**src/rtl/uart_rx_wr.sv**
```systemverilog
// uart_rx_wr: 16x-oversampling UART receiver that writes each valid frame into the RX FIFO memory.
// Optional even-parity checking with a parity_err pulse is enabled by defining UART_RX_PARITY_EN.
module uart_rx_wr #(
  parameter int DATASIZE = 8,
  parameter int BAUD_DIV = 16
) (
  input  logic                wclk,
  input  logic                wrst,
  input  logic                rxd,
  input  logic                wfull,
  output logic [DATASIZE-1:0] wdata,
  output logic                wclken,
  output logic                frame_err,
  output logic                overrun,
`ifdef UART_RX_PARITY_EN
  output logic                parity_err,
`endif
  output logic                busy
);
  localparam int PW = (BAUD_DIV > 1) ? $clog2(BAUD_DIV) : 1;
`ifdef UART_RX_PARITY_EN
  typedef enum logic [2:0] {IDLE, START, DATA, PARITY, STOP, BRK} state_t;
`else
  typedef enum logic [2:0] {IDLE, START, DATA, STOP, BRK} state_t;
`endif
  state_t              state_q, state_d;
  logic                rxd_m_q, rxd_s_q;
  logic [PW-1:0]       pre_q, pre_d;
  logic [3:0]          tcnt_q, tcnt_d;
  logic [2:0]          bcnt_q, bcnt_d;
  logic [DATASIZE-1:0] sh_q, sh_d, wdata_q, wdata_d;
  logic                wclken_q, wclken_d, ferr_q, ferr_d, ovr_q, ovr_d;
  logic                tick, mid;
`ifdef UART_RX_PARITY_EN
  logic                pbad_q, pbad_d, perr_q, perr_d;
`endif
  assign tick = pre_q == PW'(BAUD_DIV - 1);
  // 16 ticks per bit: tick count 15 lands on the bit midpoint once START has realigned the phase
  assign mid  = tick && tcnt_q == 4'd15;
  always_comb begin
    state_d  = state_q;
    pre_d    = tick ? '0 : pre_q + 1'b1;
    tcnt_d   = tick ? tcnt_q + 4'd1 : tcnt_q;
    bcnt_d   = bcnt_q;
    sh_d     = sh_q;
    wdata_d  = wdata_q;
    wclken_d = 1'b0;
    ferr_d   = 1'b0;
    ovr_d    = 1'b0;
`ifdef UART_RX_PARITY_EN
    pbad_d   = pbad_q;
    perr_d   = 1'b0;
`endif
    case (state_q)
      IDLE: if (!rxd_s_q) begin
        state_d = START;
        tcnt_d  = '0;
        pre_d   = '0;
      end
      START: if (tick && tcnt_q == 4'd7) begin
        state_d = rxd_s_q ? IDLE : DATA;
        tcnt_d  = '0;
        bcnt_d  = '0;
      end
      DATA: if (mid) begin
        sh_d   = {rxd_s_q, sh_q[DATASIZE-1:1]};
        bcnt_d = bcnt_q + 3'd1;
`ifdef UART_RX_PARITY_EN
        state_d = (bcnt_q == 3'(DATASIZE - 1)) ? PARITY : DATA;
`else
        state_d = (bcnt_q == 3'(DATASIZE - 1)) ? STOP : DATA;
`endif
      end
`ifdef UART_RX_PARITY_EN
      PARITY: if (mid) begin
        pbad_d  = rxd_s_q ^ (^sh_q);
        state_d = STOP;
      end
`endif
      STOP: if (mid) begin
        state_d = rxd_s_q ? IDLE : BRK;
        ferr_d  = !rxd_s_q;
`ifdef UART_RX_PARITY_EN
        perr_d   = rxd_s_q && pbad_q;
        ovr_d    = rxd_s_q && !pbad_q && wfull;
        wclken_d = rxd_s_q && !pbad_q && !wfull;
`else
        ovr_d    = rxd_s_q && wfull;
        wclken_d = rxd_s_q && !wfull;
`endif
        wdata_d = wclken_d ? sh_q : wdata_q;
      end
      BRK: state_d = rxd_s_q ? IDLE : BRK;
      default: state_d = IDLE;
    endcase
  end
  always_ff @(posedge wclk) begin
    if (wrst) begin
      state_q  <= IDLE;
      rxd_m_q  <= 1'b1;
      rxd_s_q  <= 1'b1;
      pre_q    <= '0;
      tcnt_q   <= '0;
      bcnt_q   <= '0;
      sh_q     <= '0;
      wdata_q  <= '0;
      wclken_q <= 1'b0;
      ferr_q   <= 1'b0;
      ovr_q    <= 1'b0;
`ifdef UART_RX_PARITY_EN
      pbad_q   <= 1'b0;
      perr_q   <= 1'b0;
`endif
    end else begin
      state_q  <= state_d;
      rxd_m_q  <= rxd;
      rxd_s_q  <= rxd_m_q;
      pre_q    <= pre_d;
      tcnt_q   <= tcnt_d;
      bcnt_q   <= bcnt_d;
      sh_q     <= sh_d;
      wdata_q  <= wdata_d;
      wclken_q <= wclken_d;
      ferr_q   <= ferr_d;
      ovr_q    <= ovr_d;
`ifdef UART_RX_PARITY_EN
      pbad_q   <= pbad_d;
      perr_q   <= perr_d;
`endif
    end
  end
  assign wdata     = wdata_q;
  assign wclken    = wclken_q;
  assign frame_err = ferr_q;
  assign overrun   = ovr_q;
  assign busy      = state_q != IDLE;
`ifdef UART_RX_PARITY_EN
  assign parity_err = perr_q;
`endif
endmodule
```
**config.mk**
```make
export PLATFORM = sky130hd
export DESIGN_NAME = uart_rx_wr
export DESIGN_NICKNAME = d
export VERILOG_FILES = /design/src/rtl/uart_rx_wr.sv
export SDC_FILE = /design/constraint.sdc
export NUM_CORES = 1
export LEC_CHECK = 0
export CORE_ASPECT_RATIO = 2
export CORE_MARGIN = 4
export CORE_UTILIZATION = 35
export DETAILED_ROUTE_END_ITERATION = 12
export PLACE_DENSITY = 0.6
export SKIP_CTS_REPAIR_TIMING = 1
export SLEW_MARGIN = 0
export SYNTH_ARGS = -nofsm -noshare
export SYNTH_HDL_FRONTEND = slang
export SYNTH_SLANG_ARGS = --single-unit
```
**constraint.sdc**
```tcl
create_clock -name wclk -period 1.55 [get_ports wclk]
set_input_delay 0.155 -clock wclk [delete_from_list [all_inputs] [get_ports wclk]]
set_output_delay 0.155 -clock wclk [all_outputs]
set_load 0.02 [all_outputs]
```
==> impl_metrics.ini <==
[power]
clock_power_share_pct = 37.9
power_switching_uw = 382
p_int_mw = 1.28
switching_share_pct = 23.0
power_leakage_nw = 0.765
pwr_density_cell_nw_per_um2 = 884
share_comb_of_total_power_pct = 6.5
pwr-share-seq_pct = 55.6
power_mw = 1.66
ir_worst_vdd_uv = 700

[routing]
drt_pass1_iterations = 4
vias_per_cell = 5.13
vias = 1144
ant_nets = 0
routed_wl_um = 3120
drc = 0
wl_per_cell_um = 14.0
drt_iter0_markers = 12

[sta]
period_needed_ps = 1520
slew_headroom_pct = 75.0
fmax_mhz = 656
min_period_over_period_pct = 98.3
worst_pin_slew_ps = 373
setup_viol = 0
final_max_slew_viol_count = 0
finalClockSkew_ps = 8.11
finalHoldViolations = 0

[synthesis]
synth-seq-cells = 35
synth_edf_count = 0
synth_nets = 157
syn-cell-area_um2 = 1520
synth.distinct_cells = 39
yosysSeqAreaShare_pct = 46.2
syn_inst = 149
avgSynthCellArea_um2 = 10.2
yosys_most_used_dff = dfxtp_1
yosysWarnings = 0
async_flop_share_pct = 0

[worst_setup_path]
crit_buf_inv = 1
endpoint_kind = primary output
critical_path.max_fanout = 7
worstPathCellList = or3_1, dlymetal6s2s_1
worstSetupPathDepth = 2
worstRegToRegCells = 5
crit_required_ps = 1390
worstSetupStartpointType = register
crit_family = simple AND/OR/NAND/NOR gates
crit_path_max_incr_delay_ps = 470
worstPathArrival_ps = 1370
slowest_stage = or3_1
path_class = register to primary output

[cells_and_area]
fin_util_pct = 45.6
antennaDiodeCount = 0
fillers = 426
nets = 178
syn2layout_area_growth_pct = 24.1
seqCellArea_um2 = 706
multi_input_area_um2 = 783
layout-drive-gt1-share_pct = 18.7

[global_route]
grt_pass1_wl_um = 5290
grt_max_degree = 19
grt_pass1_vias = 1193
use_met3_pct = 4.00
grt_use_total_pct = 13.2
antenna_found_initial = 0
grt.busiest_layer = met2
use_met2_pct = 23.6
grt_overflow = 0
use_met1_pct = 13.4

[cts]
clk_latency_ps = 290
ctsLongestPathBuffers = 2
clock-sinks = 35
clkSlewWorstSetupHoldPaths_ps = 70
cts_buffers = 5
htreeDepth = 2
clock-root-buffer = clkbuf_8
cts_tree = built

[hold_path]
hold_path_depth = 1
holdCritPathClass = register to register

[floorplanning]
core_um2 = 4130
die_area_um2 = 5510
start_util_pct = 36.7
chipHeight_um = 101
die_w_um = 54.5
placementRows = 33
ios = 16

[place]
place_hpwl_um = 2310
gp_congestion = 0.802
io_buffers = 15

[job]
max_cap_violations = 0

[outcome]
status = finished, final reports clean
[sequential cells by signal (all words and copies together) (netlist names)]
name	cells
rxd_m_q	1
wdata	8
frame_err	1
state_q	3
rxd_s_q	1
sh_q	8
pre_q	4
overrun	1
wclken	1
tcnt_q	4
bcnt_q	3
[logic make-up (layout without fill, tap and decap cells)]
family	Yosys count	after routing	synth area share, %
simple gates	58	58	23.2
flops	35	35	46.2
mux	17	17	11.2
buf+inv	16	38	5.03
compound gates	14	14	8.17
xor+xnor	5	5	2.89
fa+ha+maj	4	4	3.30
[worst paths after layout]
path / start / to / slack [ps]
worst min register to register: rxd_m_q$_SDFF_PP1_ / rxd_s_q$_SDFF_PP1_ / 410
worst min-delay path: rxd_m_q$_SDFF_PP1_ / rxd_s_q$_SDFF_PP1_ / 410
worst max-delay path: state_q[2]$_SDFFE_PP0P_ / busy / 30
worst max register to register: pre_q[0]$_SDFF_PP0_ / wdata[0]$_SDFFE_PP0P_ / 60
[placed cells by master, fill, tap and decap left out, types with 2 or more instances in the layout]
cell type / instances
nand3_1: 4
xor2_1: 2
dfxtp_1: 33
o32ai_1: 2
nand2b_1: 18
or3_1: 2
ha_1: 3
nor3_1: 6
or2_2: 2
inv_1: 6
buf_4: 9
clkdlybuf4s50_1: 14
clkbuf_8: 5
a211oi_2: 3
mux2i_1: 17
nand4_1: 2
nor2_1: 7
nand2_1: 5
xnor2_1: 3
nand4b_1: 2
[synthesized netlist by cell type, types with 2 or more instances]
library cell,count,area [um2]
mux2i_1,17,170
nand2b_1,18,113
or3_1,2,12.5
buf_2,4,20.0
o32ai_1,2,17.5
nand4b_1,2,17.5
xor2_1,2,17.5
nand3_1,4,20.0
nand2_1,5,18.8
a211oi_1,3,22.5
ha_1,4,50.1
xnor2_1,3,26.3
inv_1,6,22.5
clkbuf_1,4,15.0
nor2_1,7,26.3
nand4_1,2,12.5
nor3_1,7,35.0
dfxtp_1,35,701
or2_2,2,12.5
[power by group through the flow]
stage | Sequential [mW] | Combinational [mW] | Clock [mW]
3_5_place_dp | 0.945 | 0.0997 | 0
3_3_place_gp | 0.944 | 0.0961 | 0
6_report | 0.925 | 0.107 | 0.631
4_1_cts | 0.924 | 0.0999 | 0.658
5_1_grt | 0.926 | 0.119 | 0.702
2_1_floorplan | 0.939 | 0.0667 | 0
[through the flow]
step | setup TNS, ps | setup slack [ps] | cells | instance area [um2] | hold WS, ps
final | 0 | 26.7 | 223 | 1880 | 414
after global routing | -187 | -35.6 | 223 | 1880 | 431
after CTS | -379 | -282 | 223 | 1830 | 417
after detailed placement | -74.6 | -74.6 | 215 | 1750 | 398
after global placement | 0 | 22.8 | 215 | 1750 | 399
after floorplan | 0 | 133 | 149 | 1520 | 259
[layer usage]
| layer | share of wire (%) | up-vias | wire, um |
|---|---|---|---|
| met2 | 55 | 20 | 1720 |
| met4 | 2.7 | 0 | 85 |
| met5 | 0 | - | 0 |
| met3 | 3.8 | 8 | 119 |
| met1 | 38 | 552 | 1200 |
| li1 | - | 564 | - |
[cell type report]
| cell class | count | share of cell area, % |
|---|---|---|
| clock inverters | 2 | 0.665 |
| well taps | 52 | 3.46 |
| repair buffers | 24 | 11.7 |
| clock buffers | 6 | 3.86 |
| multi-input cells | 98 | 41.6 |
| flip-flops and latches | 35 | 37.5 |
| inverters | 6 | 1.20 |
Power figures use the tool's default switching activity.
==> patch, RTL diff (same flow settings) <==
`sh_q` no longer has a reset.
--- a/src/rtl/uart_rx_wr.sv
+++ b/src/rtl/uart_rx_wr.sv
@@ -103,5 +103,4 @@
       tcnt_q   <= '0;
       bcnt_q   <= '0;
-      sh_q     <= '0;
       wdata_q  <= '0;
       wclken_q <= 1'b0;
@@ -119,5 +118,4 @@
       tcnt_q   <= tcnt_d;
       bcnt_q   <= bcnt_d;
-      sh_q     <= sh_d;
       wdata_q  <= wdata_d;
       wclken_q <= wclken_d;
@@ -130,4 +128,8 @@
     end
   end
+
+  always_ff @(posedge wclk) begin
+    sh_q <= sh_d;
+  end
   assign wdata     = wdata_q;
   assign wclken    = wclken_q;
Check against the original RTL: no difference found for any inputs over 10 cycles, from zero or initial values and one cycle with wrst high; that may be too few to reach the edited logic, so the function may still have changed.
==> patch against the unedited design <==
Count of clock-buffer cells in the layout decreased by 1. Die area decreased by 0.74%. Clock power increased by 28%. Synthesized area decreased by 0.83%. Sequential cell count unchanged. Sequential share of layout area increased by 1.3 points. Power increased by 12%. Register-to-register slack got worse by 0.099 ns. Setup slack got worse by 0.066 ns. Cell area increased by 7.6%. Critical path depth increased by 3. The flow now finishes with violations (negative setup slack). Wire length decreased by 3.7%. Largest power group unchanged. Fmax decreased by 4.1%.
==> patch: results <==
group,metric,value,unit
route,firstDrtPassIters,6,
critical_path,critPathMaxFanout,8,
synth,synth_edf_count,8,
placed_design,routabilityCongestion,0.862,
critical_path,critPathTopFamily,"simple AND/OR/NAND/NOR gates",
outcome,violations,"negative setup slack",
sta,totalNegativeSetupSlack,-0.288,ns
sta,finalSetupViolations,9,
cts,cts_buffer_depth,2,
power,leakagePower,0.777,nW
synth,async_flop_share,0,%
synth,synth_nets,143,
placed_design,io_buffers,15,
synth,yosys_warnings,0,
synth,yosysSeqAreaShare,51.9,%
critical_path,critPathMaxStageDelay,0.37,ns
route,wl_per_cell,13.4,um
final_layout,antenna_cells,0,
final_layout,layout-drive-gt1-share,31.2,%
global_route,antenna_found_initial,0,
global_route,track_usage,12.8,%
synth,synth_commonest_cells,"dfxtp_1 (27), nand2b_1 (17), nor2_1 (10)",
critical_path,slowest_stage,"or3_4",
sta,maxSlewHeadroom,74.0,%
placed_design,dp.final_hpwl,2.28,mm
sta,skew,0.00946,ns
global_route,grt_max_degree,22,
sta,layout_setup_ws,-0.0391,ns
cts,clk_latency,0.29,ns
synth,yosysMostFrequentCell,"dfxtp_1",
cts,cts_num_sinks,35,
hold_path,min_path_type,"input port to register",
global_route,grt_pass1_wl,4.98,mm
outcome,status,"complete, but fails checks",
power,peakVddDrop,0.899,mV
cts,cts_made_buffers,5,
route,drt_iter0_drc,11,
cts,clkTransAtPathRegs,0.08,ns
synth,synth.area.top_cells,"dfxtp_1 (36%), edfxtp_1 (16%), nand2b_1 (7.1%)",
cts,cts-root-buf,"clkbuf_8",
global_route,grt_pass1_vias,1106,
critical_path,crit_arrival,1.60,ns
cts,cts.htree.levels,2,
synth,synth.distinct_cells,40,
final_layout,fin_nets,180,
route,vias_per_cell,4.86,
-- patch: changes by cell type after synthesis, moves of 3 or more --
cell	before	now
a211oi_1	3	0
a21oi_1	0	3
dfxtp_1	35	27
edfxtp_1	0	8
inv_1	6	3
mux2i_1	17	8
nand3_1	4	1
nor2_1	7	10
-- patch: kinds of logic (layout without fill, tap and decap cells) --
kind of cell             count (synthesis)  count (layout)  synth area share (%)
AND/OR/NAND/NOR                         57              57                  23.3
XOR/XNOR                                 5               5                  2.91
adder cells (fa/ha/maj)                  4               4                  3.33
AO/OA/AOI/OAI                           12              12                  6.66
flip-flops                              35              35                  51.9
buffers and inverters                   12              50                  4.82
multiplexers                            10              10                  7.07
-- patch: final timing paths --
| path | startpoint | end | slack, ns | depth (start not counted) |
|---|---|---|---|---|
| setup / recovery | pre_q[1] | sh_q[2] | -0.04 | 5 |
| hold / removal | rxd | rxd_m_q | 0.43 | 2 |
| setup reg to reg | pre_q[1] | sh_q[2] | -0.04 | 5 |
| hold reg to reg | rxd_m_q | rxd_s_q | 0.43 | 1 |
-- patch: through the flow --
stage	worst slack, ns	area, um^2	utilization (%)	cells
floorplan	-0.0576	1550	-	135
global placement	-0.00643	1890	45.8	215
detailed placement	-0.0275	1890	45.8	215
CTS	-0.292	2000	48.5	223
global route	-0.0845	2030	49.1	225
finish	-0.0391	2030	49.1	225
-- patch: final cells by class --
class	count	area [um^2]
Inverter	3	11.3
Multi-Input combinational cell	88	693
Fill cell	403	2100
Clock inverter	3	43.8
Sequential cell	35	786
Clock buffer	5	68.8
Tap cell	52	65.1
Timing Repair Buffer	39	358
-- patch: per-layer routing --
layer  vias up  GRT usage, %  part of all wire (%)
met1       519          12.7                    36
met4         0          7.49                   3.2
li1        539             -                     -
met5         -             0                     0
met2        29          22.3                    57
met3         7          3.70                   3.5
-- patch: power by group --
| part | switching, mW | leakage (nW) | total, mW | internal [mW] |
|---|---|---|---|---|
| Clock | 0.332 | 0.0581 | 0.810 | 0.479 |
| Combinational | 0.0504 | 0.427 | 0.108 | 0.0578 |
| Sequential | 0.00894 | 0.292 | 0.949 | 0.940 |
| Total | 0.391 | 0.777 | 1.87 | 1.48 |
